## src/rtl/hydra_gen_pkg.sv

```systemverilog
// Shared types and helpers for the hydra packet generator: channel state encoding,
// header field offsets and the payload LFSR constants.
package hydra_gen_pkg;

  typedef enum logic [2:0] {
    IDLE,
    SOP,
    HDR,
    PAY,
    EOP,
    GAP
  } gen_state_t;

  // Galois form of x^16+x^14+x^13+x^11+1, shifting right
  localparam logic [15:0] LFSR_TAPS = 16'hB400;
  localparam logic [15:0] LFSR_SEED = 16'h0001;

  function automatic int hdr_prio_lsb(input int dest_w);
    return dest_w;
  endfunction

  function automatic int hdr_len_lsb(input int dest_w, input int prio_w);
    return dest_w + prio_w;
  endfunction

  function automatic logic [15:0] lfsr_next(input logic [15:0] s);
    return s[0] ? ((s >> 1) ^ LFSR_TAPS) : (s >> 1);
  endfunction

endpackage

```

## src/rtl/hydra_gen_chan.sv

```systemverilog
// One packet-generator channel: FSM, counters, config registers and per-packet snapshot.
// HYDRA_GEN_LFSR_EN selects LFSR payload words instead of {seq, index} counting words.
module hydra_gen_chan
  import hydra_gen_pkg::*;
#(
  parameter int DATA_W = 16,
  parameter int DEST_W = 2,
  parameter int PRIO_W = 2,
  parameter int LEN_W  = 8,
  parameter int GAP_W  = 8,
  parameter int NUM_W  = 16
`ifdef HYDRA_GEN_LFSR_EN
  ,
  parameter int CH_IDX = 0
`endif
) (
  input  logic              clk,
  input  logic              rst_n,
  input  logic              cfg_we,
  input  logic [DEST_W-1:0] cfg_dest,
  input  logic [PRIO_W-1:0] cfg_prio,
  input  logic [LEN_W-1:0]  cfg_len,
  input  logic [GAP_W-1:0]  cfg_gap,
  input  logic [NUM_W-1:0]  cfg_num,
  input  logic              start,
  input  logic              stop,
  input  logic              pause,
  output logic              wr_sop,
  output logic              wr_vld,
  output logic              wr_eop,
  output logic [DATA_W-1:0] wr_data,
  output logic              busy,
  output logic              done,
  output logic [NUM_W-1:0]  pkt_cnt
);

  localparam int PRIO_LSB = hdr_prio_lsb(DEST_W);
  localparam int LEN_LSB  = hdr_len_lsb(DEST_W, PRIO_W);

  gen_state_t        state_q, state_nxt;
  logic              beat_q, beat_nxt;
  logic [LEN_W-1:0]  idx_q, idx_nxt;
  logic [GAP_W-1:0]  gap_q, gap_nxt;
  logic [NUM_W-1:0]  cnt_nxt;
  logic              stop_q, stop_nxt;
  logic              snap, done_nxt;

  logic [DEST_W-1:0] cfg_dest_q, cur_dest, eff_dest;
  logic [PRIO_W-1:0] cfg_prio_q, cur_prio, eff_prio;
  logic [LEN_W-1:0]  cfg_len_q, cur_len, eff_len;
  logic [GAP_W-1:0]  cfg_gap_q, cur_gap, eff_gap;
  logic [NUM_W-1:0]  cfg_num_q, cur_num, eff_num;

  logic [DATA_W-1:0] hdr_word, pay_word, data_nxt;

  // A write landing on the snapshot edge must win over the stored copy
  assign eff_dest = cfg_we ? cfg_dest : cfg_dest_q;
  assign eff_prio = cfg_we ? cfg_prio : cfg_prio_q;
  assign eff_len  = cfg_we ? cfg_len  : cfg_len_q;
  assign eff_gap  = cfg_we ? cfg_gap  : cfg_gap_q;
  assign eff_num  = cfg_we ? cfg_num  : cfg_num_q;

  // beat_q means the current state's sop/vld beat is on the wire this cycle;
  // a state only advances once its beat went out, so pause never drops a word.
  always_comb begin
    state_nxt = state_q;
    beat_nxt  = !pause;
    idx_nxt   = idx_q;
    gap_nxt   = gap_q;
    cnt_nxt   = pkt_cnt;
    stop_nxt  = stop_q | stop;
    snap      = 1'b0;
    done_nxt  = 1'b0;
    case (state_q)
      IDLE: begin
        stop_nxt = 1'b0;
        if (start && !stop) begin
          state_nxt = SOP;
          snap      = 1'b1;
          cnt_nxt   = '0;
        end
      end
      SOP: if (beat_q) state_nxt = HDR;
      HDR: if (beat_q) begin
        if (cur_len == '0) begin
          state_nxt = EOP;
          beat_nxt  = 1'b1;
        end else begin
          state_nxt = PAY;
          idx_nxt   = '0;
        end
      end
      PAY: if (beat_q) begin
        if (idx_q == cur_len - LEN_W'(1)) begin
          state_nxt = EOP;
          beat_nxt  = 1'b1;
        end else begin
          idx_nxt = idx_q + LEN_W'(1);
        end
      end
      EOP: begin
        cnt_nxt = pkt_cnt + NUM_W'(1);
        if (((cur_num != '0) && (cnt_nxt == cur_num)) || stop_nxt) begin
          state_nxt = IDLE;
          done_nxt  = 1'b1;
        end else if (cur_gap == '0) begin
          state_nxt = SOP;
          snap      = 1'b1;
        end else begin
          state_nxt = GAP;
          gap_nxt   = cur_gap;
        end
      end
      GAP: begin
        if (stop_nxt) begin
          state_nxt = IDLE;
          done_nxt  = 1'b1;
        end else if (gap_q == GAP_W'(1)) begin
          state_nxt = SOP;
          snap      = 1'b1;
        end else begin
          gap_nxt = gap_q - GAP_W'(1);
        end
      end
      default: state_nxt = IDLE;
    endcase
  end

`ifdef HYDRA_GEN_LFSR_EN
  logic [15:0] lfsr_q, lfsr_cur;
  logic        pay_adv, run_start;

  assign pay_adv   = (state_q == PAY) && beat_q;
  assign run_start = (state_q == IDLE) && (state_nxt == SOP);
  assign lfsr_cur  = pay_adv ? lfsr_next(lfsr_q) : lfsr_q;

  always_ff @(posedge clk) begin
    if (!rst_n)         lfsr_q <= '0;
    else if (run_start) lfsr_q <= LFSR_SEED + 16'(CH_IDX);
    else if (pay_adv)   lfsr_q <= lfsr_next(lfsr_q);
  end

  always_comb begin
    pay_word = '0;
    for (int b = 0; b < DATA_W; b++) pay_word[b] = lfsr_cur[b % 16];
  end
`else
  assign pay_word = DATA_W'({8'(pkt_cnt), 8'(idx_nxt)});
`endif

  always_comb begin
    hdr_word                       = '0;
    hdr_word[DEST_W-1:0]           = cur_dest;
    hdr_word[PRIO_LSB +: PRIO_W]   = cur_prio;
    hdr_word[LEN_LSB +: LEN_W]     = cur_len;
    data_nxt = '0;
    if ((state_nxt == HDR) && beat_nxt)      data_nxt = hdr_word;
    else if ((state_nxt == PAY) && beat_nxt) data_nxt = pay_word;
  end

  always_ff @(posedge clk) begin
    if (!rst_n) begin
      state_q    <= IDLE;
      beat_q     <= 1'b0;
      idx_q      <= '0;
      gap_q      <= '0;
      stop_q     <= 1'b0;
      pkt_cnt    <= '0;
      cfg_dest_q <= '0;
      cfg_prio_q <= '0;
      cfg_len_q  <= '0;
      cfg_gap_q  <= '0;
      cfg_num_q  <= '0;
      cur_dest   <= '0;
      cur_prio   <= '0;
      cur_len    <= '0;
      cur_gap    <= '0;
      cur_num    <= '0;
      wr_sop     <= 1'b0;
      wr_vld     <= 1'b0;
      wr_eop     <= 1'b0;
      wr_data    <= '0;
      busy       <= 1'b0;
      done       <= 1'b0;
    end else begin
      state_q <= state_nxt;
      beat_q  <= beat_nxt;
      idx_q   <= idx_nxt;
      gap_q   <= gap_nxt;
      stop_q  <= stop_nxt;
      pkt_cnt <= cnt_nxt;
      if (cfg_we) begin
        cfg_dest_q <= cfg_dest;
        cfg_prio_q <= cfg_prio;
        cfg_len_q  <= cfg_len;
        cfg_gap_q  <= cfg_gap;
        cfg_num_q  <= cfg_num;
      end
      if (snap) begin
        cur_dest <= eff_dest;
        cur_prio <= eff_prio;
        cur_len  <= eff_len;
        cur_gap  <= eff_gap;
        cur_num  <= eff_num;
      end
      wr_sop  <= (state_nxt == SOP) && beat_nxt;
      wr_vld  <= ((state_nxt == HDR) || (state_nxt == PAY)) && beat_nxt;
      wr_eop  <= (state_nxt == EOP);
      wr_data <= data_nxt;
      busy    <= (state_nxt != IDLE);
      done    <= done_nxt;
    end
  end

endmodule

```

## src/rtl/hydra_pkt_gen.sv

```systemverilog
// Multi-channel packet source for the hydra switch write side: config demux plus one
// hydra_gen_chan per port. HYDRA_GEN_LFSR_EN switches payloads to per-channel LFSR words.
module hydra_pkt_gen
  import hydra_gen_pkg::*;
#(
  parameter int NUM_CH = 4,
  parameter int DATA_W = 16,
  parameter int DEST_W = 2,
  parameter int PRIO_W = 2,
  parameter int LEN_W  = 8,
  parameter int GAP_W  = 8,
  parameter int NUM_W  = 16,
  localparam int CH_W  = (NUM_CH > 1) ? $clog2(NUM_CH) : 1
) (
  input  logic                     clk,
  input  logic                     rst_n,
  input  logic                     cfg_we,
  input  logic [CH_W-1:0]          cfg_ch,
  input  logic [DEST_W-1:0]        cfg_dest,
  input  logic [PRIO_W-1:0]        cfg_prio,
  input  logic [LEN_W-1:0]         cfg_len,
  input  logic [GAP_W-1:0]         cfg_gap,
  input  logic [NUM_W-1:0]         cfg_num,
  input  logic [NUM_CH-1:0]        start,
  input  logic [NUM_CH-1:0]        stop,
  input  logic [NUM_CH-1:0]        pause,
  output logic [NUM_CH-1:0]        wr_sop,
  output logic [NUM_CH-1:0]        wr_vld,
  output logic [NUM_CH-1:0]        wr_eop,
  output logic [NUM_CH*DATA_W-1:0] wr_data,
  output logic [NUM_CH-1:0]        busy,
  output logic [NUM_CH-1:0]        done,
  output logic [NUM_CH*NUM_W-1:0]  pkt_cnt
);

  for (genvar i = 0; i < NUM_CH; i++) begin : g_ch
    logic ch_we;
    assign ch_we = cfg_we && (cfg_ch == CH_W'(i));

    hydra_gen_chan #(
      .DATA_W (DATA_W),
      .DEST_W (DEST_W),
      .PRIO_W (PRIO_W),
      .LEN_W  (LEN_W),
      .GAP_W  (GAP_W),
      .NUM_W  (NUM_W)
`ifdef HYDRA_GEN_LFSR_EN
      ,
      .CH_IDX (i)
`endif
    ) u_chan (
      .clk      (clk),
      .rst_n    (rst_n),
      .cfg_we   (ch_we),
      .cfg_dest (cfg_dest),
      .cfg_prio (cfg_prio),
      .cfg_len  (cfg_len),
      .cfg_gap  (cfg_gap),
      .cfg_num  (cfg_num),
      .start    (start[i]),
      .stop     (stop[i]),
      .pause    (pause[i]),
      .wr_sop   (wr_sop[i]),
      .wr_vld   (wr_vld[i]),
      .wr_eop   (wr_eop[i]),
      .wr_data  (wr_data[i*DATA_W +: DATA_W]),
      .busy     (busy[i]),
      .done     (done[i]),
      .pkt_cnt  (pkt_cnt[i*NUM_W +: NUM_W])
    );
  end

endmodule

```

## config.mk

```make
export PLATFORM = sky130hd
export DESIGN_NAME = hydra_pkt_gen
export DESIGN_NICKNAME = d
export VERILOG_FILES = /design/src/rtl/hydra_gen_pkg.sv /design/src/rtl/hydra_gen_chan.sv /design/src/rtl/hydra_pkt_gen.sv
export SDC_FILE = /design/constraint.sdc
export NUM_CORES = 1
export LEC_CHECK = 0
export ABC_AREA = 1
export CAP_MARGIN = 0
export CORE_MARGIN = 5
export CORE_UTILIZATION = 55
export CTS_CLUSTER_SIZE = 8
export DETAILED_ROUTE_END_ITERATION = 16
export GPL_TIMING_DRIVEN = 0
export PLACE_DENSITY = 0.82
export SETUP_SLACK_MARGIN = 0.1
export SLEW_MARGIN = 30
export SYNTH_ARGS = -nofsm -noshare
export SYNTH_HDL_FRONTEND = slang
export SYNTH_HIERARCHICAL = 1
export SYNTH_SLANG_ARGS = --single-unit
```

## constraint.sdc

```tcl
create_clock -name clk -period 3.2 [get_ports clk]
set_input_delay 0.32 -clock clk [delete_from_list [all_inputs] [get_ports clk]]
set_output_delay 0.32 -clock clk [all_outputs]
set_load 0.01 [all_outputs]
```

# After elaboration in Yosys (flattened, before gate mapping)
# Index checks and enable logic that the tools add are counted.
[word_totals]
word_cells = 453
input_bits = 53
out_inout_bits = 148
reg_bits = 520
[classes]
mux = 176
reduce_logical = 89
add_sub_neg = 16
eq_ne = 71
bitwise = 9
[ops]
columns = ["cell", "n"]
rows = [
  ["2-to-1 mux 8 bit", 40],
  ["2-to-1 mux 16 bit", 8],
  ["case mux 16 bit (2 select lines)", 4],
  ["case mux 8 bit (2 select lines)", 8],
  ["2-to-1 mux 3 bit", 40],
  ["2-to-1 mux 12 bit", 8],
  ["case mux 3 bit (6 select lines)", 4],
  ["adder 16 x 1 -> 16 bit, second input constant", 4],
  ["equality test 16 bit", 4],
  ["zero test 8 bit", 8],
  ["nonzero test 16 bit", 4],
  ["subtractor 8 x 1 -> 8 bit, second input constant", 8],
  ["equality test 3 x 2 -> 1 bit, second input constant", 16],
  ["2-to-1 mux 1 bit", 44],
  ["equality test 3 bit, second input constant", 12],
  ["adder 8 x 1 -> 8 bit, second input constant", 4],
  ["equality test 8 x 1 -> 1 bit, second input constant", 4],
  ["equality test 8 bit", 4],
  ["inequality test 2 bit, second input constant", 16],
  ["logical AND 1 bit", 28],
  ["equality test 3 x 1 -> 1 bit, second input constant", 8],
  ["AND reduction 5 bit", 4],
  ["2-to-1 mux 2 bit", 8],
  ["case mux 1 bit (2 select lines)", 8],
  ["other kinds (15)", 65],
]

# Depth between registers and ports, before layout
# Gate-level depths: netlist of the first run.
[logic_depth]
depth_word = 10
depth_mapped = 20

# Cells and area by module
# The synthesis of the first run kept the hierarchy.
[modules_own_cells]
columns = ["mod", "seq_area_each_um2", "instances", "cells_each", "area_per_inst_um2"]
rows = [
  ["hydra_gen_chan (g_ch[3].u_chan)", 2602.5, 1, 948, 6681.4],
  ["hydra_gen_chan (g_ch[1].u_chan)", 2602.5, 1, 932, 6369.9],
  ["hydra_gen_chan (g_ch[0].u_chan)", 2602.5, 1, 925, 6368.6],
  ["hydra_gen_chan (g_ch[2].u_chan)", 2602.5, 1, 936, 6364.9],
  ["hydra_pkt_gen", 0.0, 1, 8, 30.0],
]

# Worst setup path before layout of the first run
# Ideal clock, no wire load.
[synth_timing]
kind = "reg-to-reg"
start = "reg g_ch[1].u_chan.pkt_cnt[0]"
end = "reg g_ch[1].u_chan.gap_q[2]"
synth_period_minus_slack_ns = 2.201
stages_incl_launch_ff = 16
path_slack_ns = 0.999
setup_time_ns = 0.115
t_arrival_ns = 2.086
cell_sequence = "dfxtp_1 > ha_1 > nand2_1 > nor2_2 > nand2_1 > nand3b_1 > nand2_1 > nor2_1 > nand3_1 > nor2_1 > nand3_2 > nand2_1 > nand2_2 > buf_4 > a21oi_1 > nor2_1"
[synth_via]
elab_chain_len = 6
[synth_rtl]
columns = ["element", "line", "text"]
rows = [
  ["start, declared", "hydra_gen_chan.sv:34", "output logic [NUM_W-1:0] pkt_cnt"],
  ["start signal, assigned", "hydra_gen_chan.sv:191", "pkt_cnt <= cnt_nxt;"],
  ["adder 16 x 1 -> 16 bit", "hydra_gen_chan.sv:102", "cnt_nxt = pkt_cnt + NUM_W'(1);"],
  ["equality test 16 bit", "hydra_gen_chan.sv:103", "if (((cur_num != '0) && (cnt_nxt == cur_num)) || stop_nxt) begin"],
  ["logical AND 1 bit", "hydra_gen_chan.sv:103", ""],
  ["logical OR 1 bit", "hydra_gen_chan.sv:103", ""],
  ["inequality test 2 bit (no line)", "n/a", ""],
  ["AND reduction 5 bit (no line)", "n/a", ""],
  ["end signal, assigned", "hydra_gen_chan.sv:189", "gap_q <= gap_nxt;"],
  ["end, declared", "hydra_gen_chan.sv:43", "logic [GAP_W-1:0] gap_q, gap_nxt;"],
]
# Every way passes these cells.
# A chain may end at the register's enable or synchronous reset.

# Worst setup path in the final report of the first run
[layout_timing]
start = "reg g_ch[0].u_chan.pkt_cnt[0]"
end = "reg g_ch[0].u_chan.wr_data[7]"
[layout_via]
elab_chain_len = 10
[layout_rtl]
columns = ["element", "line", "text"]
rows = [
  ["start, declared", "hydra_gen_chan.sv:34", ""],
  ["start signal, assigned", "hydra_gen_chan.sv:191", ""],
  ["adder 16 x 1 -> 16 bit (*)", "hydra_gen_chan.sv:102", ""],
  ["equality test 16 bit (*)", "hydra_gen_chan.sv:103", ""],
  ["logical AND 1 bit (*)", "hydra_gen_chan.sv:103", ""],
  ["logical OR 1 bit (*)", "hydra_gen_chan.sv:103", ""],
  ["2-to-1 mux 3 bit (*)", "hydra_gen_chan.sv:103", ""],
  ["case mux 3 bit (6 select lines) (*)", "hydra_gen_chan.sv:74", "case (state_q)"],
  ["equality test 3 x 2 -> 1 bit", "hydra_gen_chan.sv:158", "else if ((state_nxt == PAY) && beat_nxt) data_nxt = pay_word;"],
  ["logical AND 1 bit", "hydra_gen_chan.sv:158", ""],
  ["2-to-1 mux 12 bit", "hydra_gen_chan.sv:158", ""],
  ["2-to-1 mux 12 bit (*)", "hydra_gen_chan.sv:157", "if ((state_nxt == HDR) && beat_nxt) data_nxt = hdr_word;"],
  ["end signal, assigned", "hydra_gen_chan.sv:209", "wr_data <= data_nxt;"],
  ["end, declared", "hydra_gen_chan.sv:31", "output logic [DATA_W-1:0] wr_data,"],
]
# Mark *: on every way between the ends. The rest lies on a longest branch, timed or not.

==> metrics list, run 1 <==
- Insertion delay to the later sink of the worst-skew pair: 0.60 ns
- Total number of vias: 25114
- Sequence of cells on the critical path: ha_1, nand3_1, nor2_2, nand2_1, nand2_1, nand2_1, nand2_1, nand2_1, nor2_1, nand3_1, nor2_1, nand2_2, nand3_1, nand4_2, o21ai_0
* Port buffer count: 200
- Hold Slack: 0.4526 ns
- The tool flagged a number of max-cap violations equal to 0.
* Clock group share of total power: 0.447
- In the post-synthesis netlist, the cell with the most instances is sky130_fd_sc_hd__nand2_1.
* Flop and latch count out of synthesis: 520
- The cell that appears most often on the critical path is sky130_fd_sc_hd__nand2_1.
- For this design the static power due to leakage is 0.01275 uW.
- For this design the top-level I/O count stands at 201.
* Setup Crit Path Kind: reg2reg
- Std-Cell Core Area: 0.04646 mm^2
- Share of the synthesized area in the top cell type: 0.4033
* FILL cells: 4083
* Vias per cell: 5.410
* # nets final: 4103
* Count of endpoints failing setup in the final report: 0
- The pre-antenna-repair detailed-routing pass consisted of 6 iterations.
- Entering global routing, the biggest net connects 15 pins.
* Internal reg-to-reg setup slack: 0.36 ns
* Post-detailed-route count of antenna-violating nets: 0
- The initial utilization of the core area, before any placement, comes to 0.5557.
- Wire length of the first global-routing pass: 117900 um
- Largest incremental delay on the critical path: 0.50 ns
- Synthesized net count: 3826
* Unique masters post-synth: 52
- Count of pins over their slew limit: 0
- In this run the core area contains 79 standard-cell rows.
- The HPWL after detailed placement is 53890 um.
* Worst setup EP type: register
* Top post-synthesis cells by area: sky130_fd_sc_hd__dfxtp_1 40%, sky130_fd_sc_hd__nand2_1 14%, sky130_fd_sc_hd__nor2_1 10%
- Relative to the synthesized area, the layout overhead comes to 18.59%.
- OpenSTA, run right after detailed placement, puts the worst setup slack at 0.1995 ns.
- Max-slew headroom at the worst pin: 0.4368
- Capture endpoint of the worst hold path: g_ch[0].u_chan/beat_q
- Startpoint Class: register
* Height of the chip: 226.6 um
* RSZ-0062 raised after global routing: false
- CTS built an H-tree with a depth of 3.
* Final core utilization: 0.6590
* Pwr Density: 513.0 mW/mm^2
- Of the total power, registers draw 0.440.
- Bufs on Longest Clock Path: 3
- Synthesized instance count: 3749
- For this design, the CTS-stage hold fixing added 0 buffers.
- Clock transition at path regs: 0.05 ns
- Root Buffer: sky130_fd_sc_hd__clkbuf_16
* Timing-limited maximum frequency: 352.5 MHz
- In this run the cell area of the synthesized design comes to 0.02581 mm^2.
- The run finished with clean final reports.
- Dividing the final minimum period by the clock period gives 0.8866.
- Count of routing violations after the opening detailed-route iteration: 2329
- The number of endpoints with negative hold slack in the final report was 0.
- The number of global-route vias before repair came to 23423.
- TritonCTS sink count: 520
- Per-cell routed wire length: 15.94 um
- The internal power of the cells totals 11650 uW.
- TritonCTS built the clock tree.
* EDFF count, synth: 0
* Worst reg-to-reg path cell count: 15
* Primary FF master, synth: sky130_fd_sc_hd__dfxtp_1
- Residual overflow from global routing: 0
- Endpoint arrival time on the critical path: 3.34 ns
- Yosys warning count: 6
* Remaining DRCs: 0
* Final critical delay including setup and external delays: 2.837 ns
* Clk_skew: 0.02206 ns
- Startpoint of the tightest hold check path: rst_n
* Proportion of synthesized flip-flops having asynchronous set or reset: 0
* Switching part of the total: 0.2583
* Peak supply drop: 417.5 uV
- Of the cells placed in the final design, the portion with a size suffix greater than 1 is 0.05082.
* Slew of the pin with the lowest slew margin: 0.8417 ns
* Tot GR Track Use: 0.2809
* Fraction of the yosys area taken by sequential cells: 0.4033
- The synthesized design spends more area on one cell type than any other, namely sky130_fd_sc_hd__dfxtp_1.
- Average instance area after synthesis: 6.886 um^2
* Net switching power: 4057 uW
- The initial antenna violation count came to 0.
- For the worst setup path, the data required time is 3.70 ns.
- The finished layout holds 4642 standard cells, fillers aside.
* Critical path's slowest cell: sky130_fd_sc_hd__dfxtp_1
- Clock tree synthesis inserted a total of 75 buffers.
- Die Area: 0.05137 mm^2
- Routed wire length: 74000 um
* Combinational fraction of design power: 0.113
* Final GP Congestion: 0.9464
- Maximum net fanout on the critical path: 10
* Path category of the worst min-delay check: in2reg
- The worst register-to-register path ends at g_ch[0].u_chan/wr_data[7].
- Die extent in x: 226.6 um
- Launch point of the worst reg-to-reg path: g_ch[0].u_chan/pkt_cnt[0]
- Worst-case setup margin in the final layout: 0.3630 ns
- Number of cells on the worst hold path: 3
* # placed instances: 4556
* List of most frequent post-synthesis cells: 977 x sky130_fd_sc_hd__nand2_1, 708 x sky130_fd_sc_hd__nor2_1, 520 x sky130_fd_sc_hd__dfxtp_1
==> flip-flops by register name (all words and copies together) (netlist names), 12 cells and up <==
name,flops
g_ch.u_chan/cfg_gap_q,32
g_ch.u_chan/cfg_len_q,32
g_ch.u_chan/cfg_num_q,64
g_ch.u_chan/cur_gap,32
g_ch.u_chan/cur_len,32
g_ch.u_chan/cur_num,64
g_ch.u_chan/gap_q,32
g_ch.u_chan/idx_q,32
g_ch.u_chan/pkt_cnt,64
g_ch.u_chan/state_q,12
g_ch.u_chan/wr_data,64
==> what timing repair did <==
action,4_1_cts,5_1_grt
setup buffers,0,0
gates resized for setup,0,2
endpoints found under the setup margin,0,4
==> worst max path at each step <==
| stage | slack (ns) | end | cells past startpoint | startpoint |
|---|---|---|---|---|
| 2_1_floorplan | 1.0 | g_ch[1].u_chan/gap_q[2] | 15 | g_ch[1].u_chan/pkt_cnt[0] |
| 3_5_place_dp | 0.20 | g_ch[1].u_chan/gap_q[0] | 7 | stop[1] |
| 6_report | 0.36 | g_ch[0].u_chan/wr_data[7] | 15 | g_ch[0].u_chan/pkt_cnt[0] |
| 4_1_cts | 0.28 | g_ch[1].u_chan/wr_data[7] | 13 | g_ch[1].u_chan/pkt_cnt[0] |
| 5_1_grt | 0.12 | g_ch[0].u_chan/wr_data[10] | 15 | g_ch[0].u_chan/pkt_cnt[0] |
| 3_3_place_gp | -0.14 | g_ch[2].u_chan/done | 6 | rst_n |
==> cell type report <==
type	instances	area, um^2	share of cell area
Multi-Input combinational cell	2743	13420	0.4384
Sequential cell	520	10410	0.3400
Timing Repair Buffer	200	1997	0.06523
Clock buffer	80	1959	0.06400
Inverter	348	1306	0.04267
Tap cell	607	759.5	0.02481
Buffer	138	696.9	0.02276
Clock inverter	5	62.56	0.002043
Antenna cell	1	2.502	0.00008174
==> stage by stage <==
step                TNS, ns  instance area (um^2)  total power (uW)
finish                    0                 30610             15700
global route              0                 30610             16340
CTS                       0                 30590             15800
detailed placement        0                 28570              8753
global placement     -1.692                 28580              8716
floorplan                 0                 25810              8200
==> logic make-up after synthesis <==
family,Yosys count,synth area share
XOR/XNOR,61,0.02462
buffers and inverters,486,0.07760
AO/OA/AOI/OAI,312,0.06693
adder cells (fa/ha/maj),24,0.01163
AND/OR/NAND/NOR,2200,0.3593
multiplexers,146,0.05661
flip-flops,520,0.4033
==> layout by cell type (no fill, tap or decap), drive strengths merged, types with 2 or more instances in the layout <==
cell and instances:
nand2 994, o211ai 6, dfxtp 520, a31oi 3, a2111oi 2, a21oi 132
ha 24, buf 56, xnor3 3, clkdlybuf4s50 199, nand3b 24, nor3 39
a22o 2, clkinv 6, and2 8, xor3 4, a2bb2oi 2, nand3 335
mux2i 146, nand4 54, nor2 732, xnor2 19, inv 347, nor4 7
a22oi 5, o21bai 3, o21ai 116, a21boi 36, clkbuf 163, or2 5
xor2 35
==> worst max-delay path, delay by kind of cell, from the launching register on <==
family | cells | cell delay (ns)
flops | 1 | 0.50
fa+ha+maj | 1 | 0.32
simple gates | 13 | 1.58
compound gates | 1 | 0.32
==> power by group through the flow <==
stage	Combinational, uW	Sequential, uW	Clock, uW
3_5_place_dp	1730	7020	0
3_3_place_gp	1700	7020	0
4_1_cts	1750	6900	7150
2_1_floorplan	1230	6970	0
5_1_grt	1990	6920	7430
6_report	1770	6910	7030
==> per-layer routing <==
metal  vias to the layer above  track usage  share of wire
met3                       172      0.04428          0.067
li1                      12504            -              -
met2                       849       0.4688           0.47
met5                         -            0              0
met4                         0       0.1067          0.033
met1                     11589       0.3683           0.43
Power figures use the tool's default switching activity.
==> run 2, diff against run 1 <==
--- a/config.mk
+++ b/config.mk
@@ -11,6 +11,7 @@
 export CORE_UTILIZATION = 55
 export CTS_CLUSTER_SIZE = 8
 export DETAILED_ROUTE_END_ITERATION = 16
+export GPL_ROUTABILITY_DRIVEN = 0
 export GPL_TIMING_DRIVEN = 0
 export PLACE_DENSITY = 0.82
 export SETUP_SLACK_MARGIN = 0.1
==> run 2 against run 1 <==
Compared with the run above: final cell count barely moved; first-iteration DRC count fell by 3.8%; sequential power barely moved; count of clock-buffer cells in the layout rose by 1; largest cell class unchanged; highest routed layer unchanged; global-route usage fell by 0.58 points; register-to-register slack got worse by 0.03 ns.
==> metrics list, run 2 (synthesis results as in run 1) <==
- Port buffer count: 200 (unchanged)
- TritonCTS built the clock tree.
- Maximum number of pins on one net before global-route repair: 15 (unchanged)
* Per-cell routed wire length: 15.77 um (-1.1%)
- Remaining DRCs: 0 (unchanged)
- The share of final-layout standard cells stronger than drive strength 1 came to 0.05035 (-0.0004708).
* Vias per cell: 5.416 (+0.11%)
* Capture endpoint of the worst hold path: g_ch[3].u_chan/wr_data[9]
- # nets final: 4103 (unchanged)
- The first-pass GRT wire length came to 115400 um (-2.1%).
- The count of inserted antenna diode cells came to 0 (-1).
- The number of endpoints with negative hold slack in the final report was 0 (unchanged).
- Pwr Density: 510.7 mW/mm^2 (-0.45%)
- The final max-slew violation count was 0 (unchanged).
- The leakage dissipation came to 0.01273 uW (-0.11%).
- Number of placement rows: 79 (unchanged)
* Io pins: 201 (unchanged)
- The initial antenna violation count was 0 (unchanged).
* Vias in the first global route: 23026 (-1.7%)
* Most common library cell in the layout ignoring fill and taps: sky130_fd_sc_hd__nand2_1
* Syn-to-layout area delta: 18.42%
- Count of hold-fix buffers inserted at cts: 0 (unchanged)
* Worst EP required: 3.70 ns (about the same)
* Root Buffer: sky130_fd_sc_hd__clkbuf_16
- The startpoint identified for the worst register-to-register timing path is g_ch[1].u_chan/cur_len[0].
- Estimated wirelength of the detail-placed design: 53250 um (-1.2%)
- The transition at the pin with the smallest max-transition slack is 0.8134 ns (-0.02827 ns).
* Residual overflow from global routing: 0 (unchanged)
- The worst hold path belongs to the class in2reg.
- The wire length reported by the detailed router is 73170 um (-1.1%).
- The vertical extent of the die was 226.6 um (unchanged).
- The final antenna-violating net count is 0 (unchanged).
* RSZ-0062 raised after global routing: false
- The iteration-0 DRC count of the detailed router came to 2240 (-3.8%).
- The worst setup path is launched from a register.
- The CTS clock-pin slew for the worst setup and hold paths is 0.05 ns (about the same).
- Num CTS Buffers: 75 (unchanged)
- The highest achievable clock rate is 348.9 MHz (-1.0%).
- Portion of the clock cycle consumed by the worst path in the final layout: 0.8957 (+0.009117)
- Maximum net fanout on the critical path: 10 (unchanged)
- Worst setup EP type: register
* Number of detailed-route iterations in the first pass: 6 (unchanged)
- The clock sink total was 520 (unchanged).
* Total power draw: 15610 uW (-0.60%)
- The final setup violation count is 0 (unchanged).
- The worst register-to-register path ends at g_ch[1].u_chan/wr_data[7].
- The instance count along the most critical hold path is 3 (unchanged).
- The number of max-cap violations came to 0 (unchanged).
- Max-slew headroom at the worst pin: 0.4564 (+0.01955)
* Die Area: 0.05137 mm^2 (unchanged)
* Tot GR Track Use: 0.2751 (-0.005824)
- The later-pin clock latency in the skew report was 0.60 ns (about the same).
* Run status: complete, no violations
* Number of H-tree levels: 3 (unchanged)
- Total number of vias: 25126 (+0.048%)
- Setup Crit Path Kind: reg2reg
* Peak supply drop: 374.1 uV (-10%)
- Clk_skew: 0.02002 ns (-0.002040 ns)
* Bufs on Longest Clock Path: 3 (unchanged)
* Worst reg-to-reg path cell count: 14 (-1)
- Most frequent cells in the layout: 977 x sky130_fd_sc_hd__nand2_1, 708 x sky130_fd_sc_hd__nor2_1, 519 x sky130_fd_sc_hd__dfxtp_1
- Initial core utilization: 0.5557 (unchanged)
- Final critical delay including setup and external delays: 2.866 ns (+0.02917 ns)
* Startpoint of the tightest hold check path: rst_n
* FILL cells: 4015 (-1.7%)
- The reg-to-reg setup timing slack is 0.33 ns (-0.03 ns).
- The worst endpoint data arrival time is 3.36 ns (+0.02 ns).
- Die extent in x: 226.6 um (unchanged)
- The core outline area was 0.04646 mm^2 (unchanged).
- Fin Setup TNS: 0 ns (unchanged)
==> run 2: changes by cell type in the layout (fill, tap and decap cells not counted), sizes merged <==
cell      change
clkbuf        +1
clkinv        -1
clkinvlp      +1
diode         -1
inv           -3
==> run 2: repair_timing <==
action / in CTS / in global routing
resized for setup: 0 / 2
setup endpoints to repair: 0 / 5
buffers inserted: 0 / 0
==> run 2: power breakdown <==
part	internal [uW]	switching (uW)
Combinational	638	1120
Sequential	6730	180
Clock	4250	2690
Total	11600	3990
==> run 2: stage by stage <==
step	hold WS, ns	area (um^2)	cells	utilization	setup WS, ns
2_1_floorplan	0.4195	25810	3749	-	0.9991
3_3_place_gp	0.4615	28580	4556	0.6151	-0.2080
3_5_place_dp	0.4614	28570	4556	0.6150	0.1918
4_1_cts	0.4109	30560	4639	0.6578	0.3392
5_1_grt	0.4265	30570	4639	0.6580	0.1003
6_report	0.4142	30570	4639	0.6580	0.3338
==> run 2: area by class of cell <==
class	count	area, um^2	area share
flip-flops and latches	520	10410	0.3406
multi-input cells	2743	13410	0.4387
clock buffers	81	1963	0.06422
plain buffers	138	696.9	0.02280
clock inverters	2	23.77	0.0007777
well taps	607	759.5	0.02484
repair buffers	200	1997	0.06532
inverters	348	1306	0.04273
==> run 2: worst max path at each step <==
stage	startpoint	end	slack, ns	cells past startpoint
floorplan	g_ch[1].u_chan/pkt_cnt[0]	g_ch[1].u_chan/gap_q[2]	1.0	15
global placement	rst_n	g_ch[3].u_chan/done	-0.21	5
detailed placement	cfg_we	g_ch[2].u_chan/cur_num[9]	0.19	9
CTS	g_ch[0].u_chan/pkt_cnt[0]	g_ch[0].u_chan/wr_data[10]	0.34	15
global route	g_ch[1].u_chan/cur_len[0]	g_ch[1].u_chan/wr_data[7]	0.10	16
finish	g_ch[1].u_chan/cur_len[0]	g_ch[1].u_chan/wr_data[7]	0.33	14
==> run 2: per-layer routing <==
metal	vias to the layer above	GRT usage	wire, um
met1	11505	0.3611	31530
met4	0	0.1065	2505
li1	12489	-	-
met5	-	0	0
met2	964	0.4543	33710
met3	168	0.04764	5428
==> run 2: worst max-delay path: stages, from the launching register on <==
cell and delay, ns:
sky130_fd_sc_hd__dfxtp_1 0.44, sky130_fd_sc_hd__inv_1 0.17, sky130_fd_sc_hd__ha_1 0.32, sky130_fd_sc_hd__xor2_1 0.15
sky130_fd_sc_hd__nand2_1 0.06, sky130_fd_sc_hd__nor2_1 0.11, sky130_fd_sc_hd__nand3_1 0.10, sky130_fd_sc_hd__nor2_1 0.17
sky130_fd_sc_hd__nand4_1 0.18, sky130_fd_sc_hd__nand2_1 0.14, sky130_fd_sc_hd__nand2_1 0.08, sky130_fd_sc_hd__inv_1 0.10
sky130_fd_sc_hd__clkbuf_1 0.44, sky130_fd_sc_hd__nand3_1 0.14, sky130_fd_sc_hd__o21ai_1 0.16
